$ cat src/rtl/fb_mig_line_writer.sv
// ============================================================================
// Module      : fb_mig_line_writer
// Description : Streams one completed scanline from the cache bank into DDR
//               through the MIG app_* write interface, one beat per word.
// Revision    : 1.0 - initial release
// ============================================================================
`default_nettype none

module fb_mig_line_writer #(
    parameter int ADDR_WIDTH     = 27,
    parameter int APP_DATA_WIDTH = 128,
    parameter int LINE_WORDS     = 160,
    parameter int ADDR_STEP      = 8,
    parameter int IDX_W          = $clog2(LINE_WORDS)
) (
    input  logic                          clk,
    input  logic                          rst,
    input  logic                          line_req,
    input  logic [ADDR_WIDTH-1:0]         line_addr,
    output logic                          line_ack,
    output logic                          busy,
    output logic                          done,
    output logic [IDX_W-1:0]              rd_idx,
    input  logic [APP_DATA_WIDTH-1:0]     rd_data,
    input  logic                          init_calib_complete,
    output logic                          app_en,
    output logic [2:0]                    app_cmd,
    output logic [ADDR_WIDTH-1:0]         app_addr,
    input  logic                          app_rdy,
    output logic [APP_DATA_WIDTH-1:0]     app_wdf_data,
    output logic                          app_wdf_wren,
    output logic                          app_wdf_end,
    output logic [APP_DATA_WIDTH/8-1:0]   app_wdf_mask,
    input  logic                          app_wdf_rdy
);

    localparam logic [1:0] S_IDLE  = 2'd0;
    localparam logic [1:0] S_LOAD  = 2'd1;
    localparam logic [1:0] S_ISSUE = 2'd2;
    localparam logic [1:0] S_DONE  = 2'd3;

    localparam logic [IDX_W-1:0]      C_LAST_IDX = IDX_W'(LINE_WORDS - 1);
    localparam logic [ADDR_WIDTH-1:0] C_STEP     = ADDR_WIDTH'(ADDR_STEP);

    logic [1:0]                state_q,  state_d;
    logic [ADDR_WIDTH-1:0]     base_q,   base_d;
    logic [IDX_W-1:0]          rd_idx_q, rd_idx_d;
    logic [IDX_W-1:0]          beat_q,   beat_d;
    logic                      en_q,     en_d;
    logic                      wren_q,   wren_d;
    logic [ADDR_WIDTH-1:0]     addr_q,   addr_d;
    logic [APP_DATA_WIDTH-1:0] data_q,   data_d;

    logic w_accept;
    logic w_beat_done;

    assign w_accept    = (state_q == S_IDLE) && line_req && init_calib_complete;
    // Command and data channels retire independently; a beat is complete
    // once neither side still has anything pending.
    assign w_beat_done = (!en_q || app_rdy) && (!wren_q || app_wdf_rdy);

    always_comb begin
        state_d  = state_q;
        base_d   = base_q;
        rd_idx_d = rd_idx_q;
        beat_d   = beat_q;
        en_d     = en_q;
        wren_d   = wren_q;
        addr_d   = addr_q;
        data_d   = data_q;
        case (state_q)
            S_IDLE: begin
                if (w_accept) begin
                    base_d   = line_addr;
                    rd_idx_d = '0;
                    beat_d   = '0;
                    state_d  = S_LOAD;
                end
            end
            S_LOAD: begin
                data_d   = rd_data;
                addr_d   = base_q;
                en_d     = 1'b1;
                wren_d   = 1'b1;
                rd_idx_d = IDX_W'(1);
                state_d  = S_ISSUE;
            end
            S_ISSUE: begin
                if (w_beat_done) begin
                    if (beat_q == C_LAST_IDX) begin
                        en_d    = 1'b0;
                        wren_d  = 1'b0;
                        state_d = S_DONE;
                    end else begin
                        data_d   = rd_data;
                        addr_d   = addr_q + C_STEP;
                        rd_idx_d = (rd_idx_q == C_LAST_IDX) ? rd_idx_q : rd_idx_q + IDX_W'(1);
                        beat_d   = beat_q + IDX_W'(1);
                        en_d     = 1'b1;
                        wren_d   = 1'b1;
                    end
                end else begin
                    if (en_q && app_rdy) begin
                        en_d = 1'b0;
                    end
                    if (wren_q && app_wdf_rdy) begin
                        wren_d = 1'b0;
                    end
                end
            end
            S_DONE: begin
                state_d = S_IDLE;
            end
            default: begin
                state_d = S_IDLE;
            end
        endcase
    end

    always_ff @(posedge clk or posedge rst) begin
        if (rst) begin
            state_q  <= S_IDLE;
            base_q   <= '0;
            rd_idx_q <= '0;
            beat_q   <= '0;
            en_q     <= 1'b0;
            wren_q   <= 1'b0;
            addr_q   <= '0;
            data_q   <= '0;
        end else begin
            state_q  <= state_d;
            base_q   <= base_d;
            rd_idx_q <= rd_idx_d;
            beat_q   <= beat_d;
            en_q     <= en_d;
            wren_q   <= wren_d;
            addr_q   <= addr_d;
            data_q   <= data_d;
        end
    end

    // Ack is masked by rst so a held request cannot appear accepted in reset.
    assign line_ack     = w_accept && !rst;
    assign busy         = (state_q != S_IDLE);
    assign done         = (state_q == S_DONE);
    assign rd_idx       = rd_idx_q;
    assign app_en       = en_q;
    assign app_cmd      = 3'b000;
    assign app_addr     = addr_q;
    assign app_wdf_data = data_q;
    assign app_wdf_wren = wren_q;
    assign app_wdf_end  = wren_q;
    assign app_wdf_mask = '0;

endmodule

`default_nettype wire

$ cat config.mk
export PLATFORM = sky130hd
export DESIGN_NAME = fb_mig_line_writer
export DESIGN_NICKNAME = d
export VERILOG_FILES = /design/src/rtl/fb_mig_line_writer.sv
export SDC_FILE = /design/constraint.sdc
export NUM_CORES = 1
export LEC_CHECK = 0
export BUFFER_PORTS_ARGS = -buffer_cell sky130_fd_sc_hd__buf_4
export CORE_AREA = 2 2 135 137
export CTS_BUF_LIST = sky130_fd_sc_hd__clkbuf_8
export DETAILED_ROUTE_END_ITERATION = 10
export DIE_AREA = 0 0 137 139
export PLACE_DENSITY_LB_ADDON = 0.2
export SETUP_SLACK_MARGIN = 0.05
export SLEW_MARGIN = 10
export SYNTH_ARGS = -nofsm -noshare
export SYNTH_HDL_FRONTEND = slang
export SYNTH_SLANG_ARGS = --single-unit
$ cat constraint.sdc
create_clock -name clk -period 19.8 [get_ports clk]
set_clock_uncertainty 0.1 [all_clocks]
set_input_delay 1.98 -clock clk [delete_from_list [all_inputs] [get_ports clk]]
set_output_delay 1.98 -clock clk [all_outputs]
set_load 0.005 [all_outputs]
# Yosys cells after proc, flatten, opt, wreduce, memory -nomap -nowiden
# Cells that the tools add are included.
[op_classes]
mux = 25
magnitude_cmp = 0
reduce_logical = 23
multipliers = 0
addsub = 3
eq_ne = 12
n_bitwise = 0
shift = 0
div_mod_pow = 0
[op_table]
columns = ["cell", "count"]
rows = [
  ["$mux W128", 2],
  ["$pmux W128 S2", 1],
  ["$mux W27", 2],
  ["$pmux W27 S2", 1],
  ["$mux W8", 6],
  ["$add A27 B4 Y27 const B", 1],
  ["$pmux W8 S3", 1],
  ["$add A8 B1 Y8 const B", 2],
  ["$eq A8 B8 Y1 const B", 2],
  ["$pmux W8 S2", 1],
  ["$ne A2 B2 Y1 const B", 5],
  ["$pmux W2 S4", 1],
  ["$logic_and A1 B1 Y1", 6],
  ["$mux W2", 3],
  ["$ne A3 B3 Y1 const B", 2],
  ["$reduce_and A2 Y1", 3],
  ["$reduce_and A3 Y1", 2],
  ["$reduce_bool A2 Y1", 3],
  ["$mux W1", 5],
  ["$reduce_and A5 Y1", 1],
  ["$eq A2 B2 Y1 const B", 2],
  ["$pmux W1 S2", 2],
  ["$reduce_and A4 Y1", 1],
  ["$logic_not A1 Y1", 3],
  ["4 further kinds", 5],
]
[word_totals]
latchBits = 0
rom_bits = 0
memories = 0
reg_bits = 202
wordCells = 71
out_inout_bits = 188
ram_bits = 0

# Logic depth before layout (Yosys ltp)
# Gate-level depths: netlist (run 1).
[depth]
depth_word = 5
mapped_depth = 10

# Least setup slack after synthesis (run 1)
# Ideal clock, no wire load.
[synth_timing]
kind = "input-to-output"
start = "input line_req"
end = "output line_ack"
arrival_ps = 2828
cell_stages = 4
path_slack_ps = 14892
cell_sequence = "nand3_1 clkbuf_1 clkbuf_1 nor2_1"
[synth_between]
elab_chain_cells = 3
[synth_lines]
columns = ["item", "line", "rtl"]
rows = [
  ["start: declaration", "18", "input logic line_req,"],
  ["$logic_and A1 B1 Y1 (2 in series)", "57", "assign w_accept = (state_q == S_IDLE) && line_req && init_calib_complete;"],
  ["$logic_and A1 B1 Y1", "143", "assign line_ack = w_accept && !rst;"],
  ["end: declaration", "20", "output logic line_ack,"],
]
# No other way between the ends.

# Final worst setup path (run 1)
# Same ends and word-level chain as after synthesis.

==> results.yml, run 1 <==
clock_network:
  path_clk_slew_ns: 0.06
  cts_sinks: 202
  worstSkewPairLatency_ns: 0.51
  cts_root_buf: "clkbuf_8"
  cts.path.max_buffers: 3
  cts_buffers: 35
  cts_tree: "yes"
  htreeDepth: 2
  cts-resized-gates: 0
  cts_hold_buf: 0
  post-cts-setup-buffers: 0
floorplan:
  die_w_um: 137
  die_area_sq_mm: 0.0190
  io-pin-count: 349
  core_sq_mm: 0.0177
  die_h_um: 139
  start_util_pct: 50.1
  std_cell_rows: 49
synth:
  synth_edf_count: 0
  seq_area_frac_synth_pct: 57.1
  synthArstFlopShare_pct: 100
  yosysUniqueCellTypes: 58
  synth_area_leader_cell: "dfrtp_1"
  syn_area_sq_mm: 0.00885
  synthCells: 949
  synth_top_cells_by_area: "dfrtp_1, nand2_1, mux2_2"
  postSynthAreaPerCell_sq_um: 9.33
  synth-seq-cells: 202
  yosys-top-cells-count: "nand2_1, dfrtp_1, o21ai_0, mux2_2, nand3_1"
  synth_warnings: 0
  synth.most_common_cell: "nand2_1"
  yosysTopAreaCellShare_pct: 57.1
  ys.flop_type: "dfrtp_1"
critical_path:
  crit_path_start: "line_req"
  r2r_end: "app_addr[16]"
  crit_path_end_kind: "primary output"
  timing.rr.start: "beat_q[0]"
  path_max_fanout: 29
  cp.arrival_ns: 2.79
  ff2ff_path_depth: 8
  critical_path_class: "input pin to primary output"
  cp-start-kind: "input pin"
  crit_required_ns: 17.72
  r2r_setup_slack_ns: 15.83
route:
  wl_per_cell_um: 16.5
  dr_total_vias: 7767
  post-route-drc-count: 0
  ant_nets: 0
  drtIter0Drc: 519
  first_pass_iters: 5
  wl_um: 25300
  vias_per_cell: 5.07
grt:
  grt_pass1_vias: 7699
  grt-ovfl-total: 0
  antenna_found_initial: 2
  grt_pass1_wl_um: 39500
  grt_use_total_pct: 26.3
  grt_max_degree: 131
placed_design:
  place_hpwl_um: 17700
  io_buffers: 329
  dpl_cell_area_sq_mm: 0.0114
  place_ws_ns: 14.80
  gp_congestion: 0.843
sta:
  max_slew.worst_pin.slew_ns: 0.920
  max_slew_margin_pct: 38.7
  fin_crit_ns: 4.87
  fin_tns_setup_ns: 0
  rsz0062_at_grt: "false"
  setup_slack_ns: 14.93
  drv_slew: 0
  fmax_mhz: 205
  setup_viol: 0
  period_share_pct: 24.6
  hold_viol_final: 0
pwr:
  pwr-share-comb_pct: 42.7
  seqPwrFrac_pct: 37.7
  powerDensity_mw_per_mm2: 163
  vdd_drop_max_v: 0.0000919
  p_total_mw: 1.97
  clock_power_share_pct: 19.6
  p_switching_uw: 751
  p_int_mw: 1.22
  swShare_pct: 38.1
  power.leakage_nw: 6.47
cells_and_area:
  final_nets: 1446
  areaGrowthSynthToFinish_pct: 36.4
  final_area_sq_mm: 0.0121
  drive_above_1_share_pct: 33.0
worst_hold_path:
  hold_end: "app_wdf_data[76]"
  worstHoldStart: "app_wdf_data[76]"
  min_path_type: "flop to flop"
  hold_depth: 2
status:
  status: "finished, final reports clean"
flow_run:
  drv_cap: 0
layout by cell type (no fill, tap or decap), types with 6 or more instances in the layout:
cell type / count
dfrtp_1: 202
nor3_1: 10
nand3_1: 27
mux2_2: 29
o21ai_0: 30
conb_1: 19
a21oi_1: 11
nor2b_1: 6
o22ai_1: 7
nand2_1: 422
nor2_1: 23
clkbuf_8: 45
and3_1: 15
buf_4: 340
inv_1: 17
ha_1: 8
stage by stage:
| step | hold slack [ns] | utilization, % | cells |
|---|---|---|---|
| 4_1_cts | 0.377 | 68.4 | 1530 |
| 5_1_grt | 0.396 | 68.4 | 1530 |
| 3_5_place_dp | 0.363 | 64.3 | 1469 |
| 2_1_floorplan | 0.356 | - | 967 |
| 6_report | 0.373 | 68.4 | 1531 |
| 3_3_place_gp | 0.359 | 64.3 | 1469 |
layout make-up:
class | count | area (sq um)
antenna | 1 | 2.50
sequential | 202 | 5050
timing repair buffer | 340 | 2550
fill | 1430 | 5580
clock buffer | 45 | 619
inverter | 8 | 37.5
clock inverter | 16 | 95.1
tap | 229 | 287
multi-input combinational | 690 | 3430
registers in the layout, indices dropped and copies added, names as in the netlist:
signal        cells
beat_q            8
app_en            1
app_wdf_end       1
rd_idx            8
app_addr         27
app_wdf_data    128
state_q           2
base_q           27
metal layers:
layer	vias up	routed length, um	global-route usage, %
li1	3743	-	-
met4	2	827	10.1
met5	-	11	0
met3	61	2310	9.65
met1	3672	10000	32.6
met2	289	12100	41.9
power groups by stage:
stage	combinational (mW)	clock [mW]	sequential (mW)
2_1_floorplan	0.474	0	0.733
3_3_place_gp	0.827	0	0.740
3_5_place_dp	0.852	0	0.742
4_1_cts	0.851	0.393	0.741
5_1_grt	0.940	0.411	0.768
6_report	0.841	0.386	0.742
worst max-delay path, cell delays in order:
cell	delay [ns]
buf_4	0.12
nand3_1	0.07
buf_4	0.39
nor2_1	0.08
buf_4	0.15
logic make-up (layout without fill, tap and decap cells):
| kind of cell | Yosys count | after routing | synth area share [%] |
|---|---|---|---|
| xor+xnor | 1 | 1 | 0.0990 |
| mux | 32 | 32 | 4.03 |
| buf+inv | 75 | 409 | 5.13 |
| fa+ha+maj | 8 | 8 | 1.13 |
| simple gates | 529 | 529 | 24.8 |
| other cells | 1 | 20 | 0.0424 |
| compound gates | 101 | 101 | 7.63 |
| flops | 202 | 202 | 57.1 |
worst max-delay path by stage:
stage | end | slack [ns]
floorplan | app_addr[0] | 12.21
global placement | app_addr[16] | 14.89
detailed placement | app_addr[16] | 14.80
CTS | line_ack | 14.92
global route | line_ack | 14.87
finish | line_ack | 14.93
Note: power is estimated with default switching activity, not from simulation.
==> inputs of run 2 (changes only) <==
--- a/config.mk
+++ b/config.mk
@@ -6,10 +6,9 @@
 export NUM_CORES = 1
 export LEC_CHECK = 0
 export BUFFER_PORTS_ARGS = -buffer_cell sky130_fd_sc_hd__buf_4
-export CORE_AREA = 2 2 135 137
+export CORE_UTILIZATION = 46
 export CTS_BUF_LIST = sky130_fd_sc_hd__clkbuf_8
 export DETAILED_ROUTE_END_ITERATION = 10
-export DIE_AREA = 0 0 137 139
 export PLACE_DENSITY_LB_ADDON = 0.2
 export SETUP_SLACK_MARGIN = 0.05
 export SLEW_MARGIN = 10
==> constraint.sdc (replaced) <==
create_clock -name clk -period 4.4 [get_ports clk]
set_clock_uncertainty 0.1 [all_clocks]
set_input_delay 0.44 -clock clk [delete_from_list [all_inputs] [get_ports clk]]
set_output_delay 0.44 -clock clk [all_outputs]
set_load 0.005 [all_outputs]
==> results.yml, run 2 (synthesis results as in run 1) <==
sta:
  fmax_mhz: 312
  setup_viol: 0
  fin_tns_setup_ns: 0
  fin_crit_ns: 3.20
  max_slew.worst_pin.slew_ns: 0.910
  hold_slack_ns: 0.0256
  hold_viol_final: 0
  period_share_pct: 72.7
  drv_slew: 0
  rsz0062_at_grt: "false"
  max_slew_margin_pct: 39.3
clock_network:
  cts-resized-gates: 0
  cts_buffers: 35
  cts_sinks: 202
  path_clk_slew_ns: 0.06
  worstSkewPairLatency_ns: 0.52
  post-cts-setup-buffers: 0
  htreeDepth: 2
  cts_tree: "yes"
  cts.path.max_buffers: 3
  cts_root_buf: "clkbuf_8"
floorplan:
  io-pin-count: 349
  die_w_um: 141
  start_util_pct: 47.2
  core_sq_mm: 0.0188
  std_cell_rows: 50
  die_h_um: 141
  die_area_sq_mm: 0.0198
critical_path:
  path_max_fanout: 37
  cp-start-kind: "flop"
  critical_path_class: "flop to flop"
  crit_required_ns: 4.76
  crit_path_end_kind: "flop"
  cp.arrival_ns: 3.56
  r2r_setup_slack_ns: 1.20
worst_hold_path:
  min_path_type: "input pin to flop"
cells_and_area:
  seq_area_sq_mm: 0.00505
  areaGrowthSynthToFinish_pct: 48.2
  layout_common_cells: "nand2_1, buf_4, dfrtp_1"
  drive_above_1_share_pct: 30.9
  multi_input_area_sq_mm: 0.00344
  insertedDiodeCount: 0
  final_common_cell: "nand2_1"
  largest_reg_flops: 128
  final_nets: 1547
  num-fill-cells: 1401
  final-instance-count-excl-fill: 1637
grt:
  use_met1_pct: 34.8
  grt_use_total_pct: 27.8
  top_usage_layer: "met2"
  grt_pass1_vias: 8404
  grt_pass1_wl_um: 43500
  grt-ovfl-total: 0
  grt_use_met3_pct: 7.34
  grt_max_degree: 100
  use_met2_pct: 46.0
  antenna_found_initial: 0
status:
  status: "finished, final reports clean"
route:
  post-route-drc-count: 0
  wl_um: 27600
  vias_per_cell: 5.16
  first_pass_iters: 5
  drtIter0Drc: 593
  wl_per_cell_um: 16.8
  ant_nets: 0
  dr_total_vias: 8447
pwr:
  powerDensity_mw_per_mm2: 690
  clock_power_share_pct: 18.6
  power.leakage_nw: 6.89
  seqPwrFrac_pct: 37.3
  swShare_pct: 39.1
  p_total_mw: 9.05
  vdd_drop_max_v: 0.000437
  p_int_mw: 5.52
  pwr-share-comb_pct: 44.1
  p_switching_mw: 3.53
placed_design:
  dp.cells: 1475
  gp_congestion: 0.847
  io_buffers: 329
  place_hpwl_um: 17600
flow_run:
  drv_cap: 0
-- run 2: cell types whose count changed in the layout (fill, tap and decap cells not counted), sizes merged --
cell,previous run,this run
clkinv,4,6
clkinvlp,1,4
clkbuf,45,44
buf,340,341
dlygate4sd3,0,100
bufinv,1,0
inv,18,16
diode,1,0
-- run 2: path summary, 6_finish.rpt --
| check | start | end | cells after the start |
|---|---|---|---|
| worst min register to register | app_wdf_data[112] | app_wdf_data[112] | 2 |
| worst min-delay path | rd_data[52] | app_wdf_data[52] | 3 |
| min in group asynchronous | rst | app_wdf_data[116] | 3 |
| worst max-delay path | beat_q[0] | app_wdf_data[101] | 7 |
| max in group asynchronous | rst | app_wdf_data[20] | 4 |
| worst max register to register | beat_q[0] | app_wdf_data[101] | 7 |
-- run 2: final cells by class --
class / count / share of cell area, %
Multi-Input combinational cell: 690 / 26.2
Sequential cell: 202 / 38.5
Timing Repair Buffer: 441 / 27.5
Inverter: 8 / 0.257
Clock inverter: 18 / 0.658
Clock buffer: 44 / 4.62
Tap cell: 234 / 2.23
-- run 2: power groups by stage --
stage | clock, mW | sequential, mW | combinational, mW
2_1_floorplan | 0 | 3.30 | 2.13
3_3_place_gp | 0 | 3.35 | 3.78
3_5_place_dp | 0 | 3.35 | 3.91
4_1_cts | 1.71 | 3.36 | 3.97
5_1_grt | 1.80 | 3.48 | 4.42
6_report | 1.68 | 3.38 | 3.99
-- run 2: worst max-delay path, stage by stage, from the launching register on --
cell	delay, ns
dfrtp_1	0.38
ha_1	0.23
nand4_2	0.16
or4b_1	0.75
o22ai_4	0.77
buf_4	0.50
nand2_1	0.14
nand2_1	0.10
-- run 2: metal layers --
metal,vias to the layer above,wire length (um),part of all wire (%)
li1,3962,-,-
met1,4050,11000,40
met2,367,13500,49
met3,68,2190,7.9
met4,0,882,3.2
met5,-,0,0
-- run 2: repair_timing --
action,4_1_cts,5_1_grt
endpoints found under the hold margin,113,0
hold buffers,100,0
endpoints found under the setup margin,0,0
-- run 2: metrics by stage --
step | setup WS [ns] | area, sq um | utilization [%]
2_1_floorplan | 1.24 | 8920 | -
3_3_place_gp | 1.37 | 11400 | 60.9
3_5_place_dp | 1.28 | 11400 | 60.9
4_1_cts | 1.25 | 13100 | 69.9
5_1_grt | 0.959 | 13100 | 69.9
6_report | 1.20 | 13100 | 69.9
==> inputs of run 3 (changes only) <==
--- a/config.mk
+++ b/config.mk
@@ -5,8 +5,9 @@
 export SDC_FILE = /design/constraint.sdc
 export NUM_CORES = 1
 export LEC_CHECK = 0
+export ABC_AREA = 1
 export BUFFER_PORTS_ARGS = -buffer_cell sky130_fd_sc_hd__buf_4
-export CORE_UTILIZATION = 46
+export CORE_UTILIZATION = 51
 export CTS_BUF_LIST = sky130_fd_sc_hd__clkbuf_8
 export DETAILED_ROUTE_END_ITERATION = 10
 export PLACE_DENSITY_LB_ADDON = 0.2
==> constraint.sdc (replaced) <==
create_clock -name clk -period 3.3 [get_ports clk]
set_clock_uncertainty 0.1 [all_clocks]
set_input_delay 0.33 -clock clk [delete_from_list [all_inputs] [get_ports clk]]
set_output_delay 0.33 -clock clk [all_outputs]
set_load 0.005 [all_outputs]
==> results.yml, run 3 <==
status:
  status: "finished, final reports clean"
critical_path:
  r2r_end: "app_wdf_data[110]"
  critical_path_class: "flop to primary output"
  timing.rr.start: "state_q[0]"
  crit_required_ns: 2.87
  cp.arrival_ns: 2.20
  ff2ff_path_depth: 7
  path_max_fanout: 16
  r2r_setup_slack_ns: 0.81
  crit_end: "line_ack"
  crit_path_end_kind: "primary output"
  crit_path_start: "state_q[0]"
  cp-start-kind: "flop"
clock_network:
  cts.path.max_buffers: 3
  cts_tree: "yes"
  path_clk_slew_ns: 0.07
  cts-resized-gates: 0
  htreeDepth: 2
  worstSkewPairLatency_ns: 0.51
  cts_root_buf: "clkbuf_8"
  cts_buffers: 35
  cts_sinks: 202
worst_hold_path:
  min_path_type: "input pin to flop"
synth:
  yosys-top-cells-count: "nand2_1, dfrtp_1, inv_1, nand3_1, nor2_1"
  synth-seq-cells: 202
  synthArstFlopShare_pct: 100
  postSynthAreaPerCell_sq_um: 7.94
  synth_warnings: 0
  yosysUniqueCellTypes: 30
  syn_area_sq_mm: 0.00932
  synth_area_leader_cell: "dfrtp_1"
  ys.flop_type: "dfrtp_1"
  yosysTopAreaCellShare_pct: 54.2
  synth_top_cells_by_area: "dfrtp_1, nand2_1, nand3_1"
  synth.most_common_cell: "nand2_1"
  synth_edf_count: 0
  seq_area_frac_synth_pct: 54.2
  synthCells: 1174
grt:
  grt-ovfl-total: 0
  grt_pass1_wl_um: 46600
  grt_pass1_vias: 9382
  grt_max_degree: 159
  antenna_found_initial: 0
  grt_use_total_pct: 32.1
route:
  post-route-drc-count: 0
  wl_per_cell_um: 15.9
  dr_total_vias: 9517
  wl_um: 30300
  drtIter0Drc: 638
  first_pass_iters: 6
  vias_per_cell: 4.99
  ant_nets: 0
sta:
  setup_viol: 0
  rsz0062_at_grt: "false"
  hold_viol_final: 0
  fin_tns_setup_ns: 0
  period_share_pct: 79.6
  max_slew_margin_pct: 34.3
  max_slew.worst_pin.slew_ns: 0.983
  fin_crit_ns: 2.63
  fmax_mhz: 381
  drv_slew: 0
  hold_slack_ns: 0.201
cells_and_area:
  final_common_cell: "nand2_1"
  num-fill-cells: 1161
  final_nets: 1823
  largest_reg_flops: 128
  utilization_pct: 77.9
  layout_common_cells: "nand2_1, buf_4, dfrtp_1"
  areaGrowthSynthToFinish_pct: 50.1
  drive_above_1_share_pct: 23.9
  insertedDiodeCount: 0
pwr:
  p_total_mw: 10.0
  vdd_drop_max_v: 0.000484
  power.leakage_nw: 7.63
  powerDensity_mw_per_mm2: 716
floorplan:
  start_util_pct: 51.9
  core_sq_mm: 0.0180
  die_h_um: 137
  die_w_um: 137
  die_area_sq_mm: 0.0188
  io-pin-count: 349
  std_cell_rows: 49
flow_run:
  drv_cap: 0
placed_design:
  gp_congestion: 0.815
  io_buffers: 329
  place_hpwl_um: 16900
==> run 3: cells by family (layout without fill, tap and decap cells) <==
kind of cell             count (synthesis)  after routing  synth area share (%)
XOR/XNOR                                 4              4                 0.376
adder cells (fa/ha/maj)                  8              8                  1.07
other                                    1             19                0.0402
AND/OR/NAND/NOR                        762            762                  32.4
buffers and inverters                  140            625                  8.72
AO/OA/AOI/OAI                           57             57                  3.17
flip-flops                             202            202                  54.2
==> run 3: worst min-delay path by stage <==
| stage | depth (start not counted) | from | end |
|---|---|---|---|
| after floorplan | 2 | rd_data[0] | app_wdf_data[0] |
| after global placement | 2 | base_q[20] | base_q[20] |
| after detailed placement | 2 | base_q[25] | base_q[25] |
| after CTS | 6 | app_rdy | app_en |
| after global routing | 6 | app_rdy | app_en |
| final | 6 | app_rdy | app_wdf_end |
==> run 3: routing by layer <==
layer  GRT usage [%]  share of wire [%]
met5               0                  0
met2            55.0                 50
met3            10.2                8.3
met1            36.3                 37
met4            15.0                4.1
==> run 3: metrics by stage <==
step                      cells  area (sq um)  setup slack (ns)
after CTS                  1906         14000             0.668
after floorplan            1192          9400             0.254
after global routing       1906         14000             0.525
final                      1906         14000             0.672
after global placement     1690         11800             0.962
after detailed placement   1690         11800             0.858
==> run 3: final cells by class <==
class                           instances  area (sq um)  share of cell area (%)
Tap cell                              229           287                    2.05
Clock buffer                           45           619                    4.42
Clock inverter                         15          62.6                   0.447
Inverter                               70           269                    1.92
Timing Repair Buffer                  495          4180                    29.9
Sequential cell                       202          5050                    36.1
Multi-Input combinational cell        850          3530                    25.2
==> run 3: what timing repair did <==
action	CTS	global route
hold endpoints to repair	192	0
endpoints found under the setup margin	0	0
setup buffers	0	0
hold buffers	156	0
==> run 3: critical path, cell delays in order (launching register included) <==
cell and delay (ns):
dfrtp_1 0.41, inv_1 0.12, ha_1 0.20, and3_1 0.31
inv_1 0.31, nor2_1 0.20, buf_4 0.13
==> run 3: power breakdown <==
| part | internal, mW | switching (mW) |
|---|---|---|
| Combinational | 1.83 | 1.95 |
| Clock | 1.22 | 1.02 |
| Sequential | 3.34 | 0.667 |
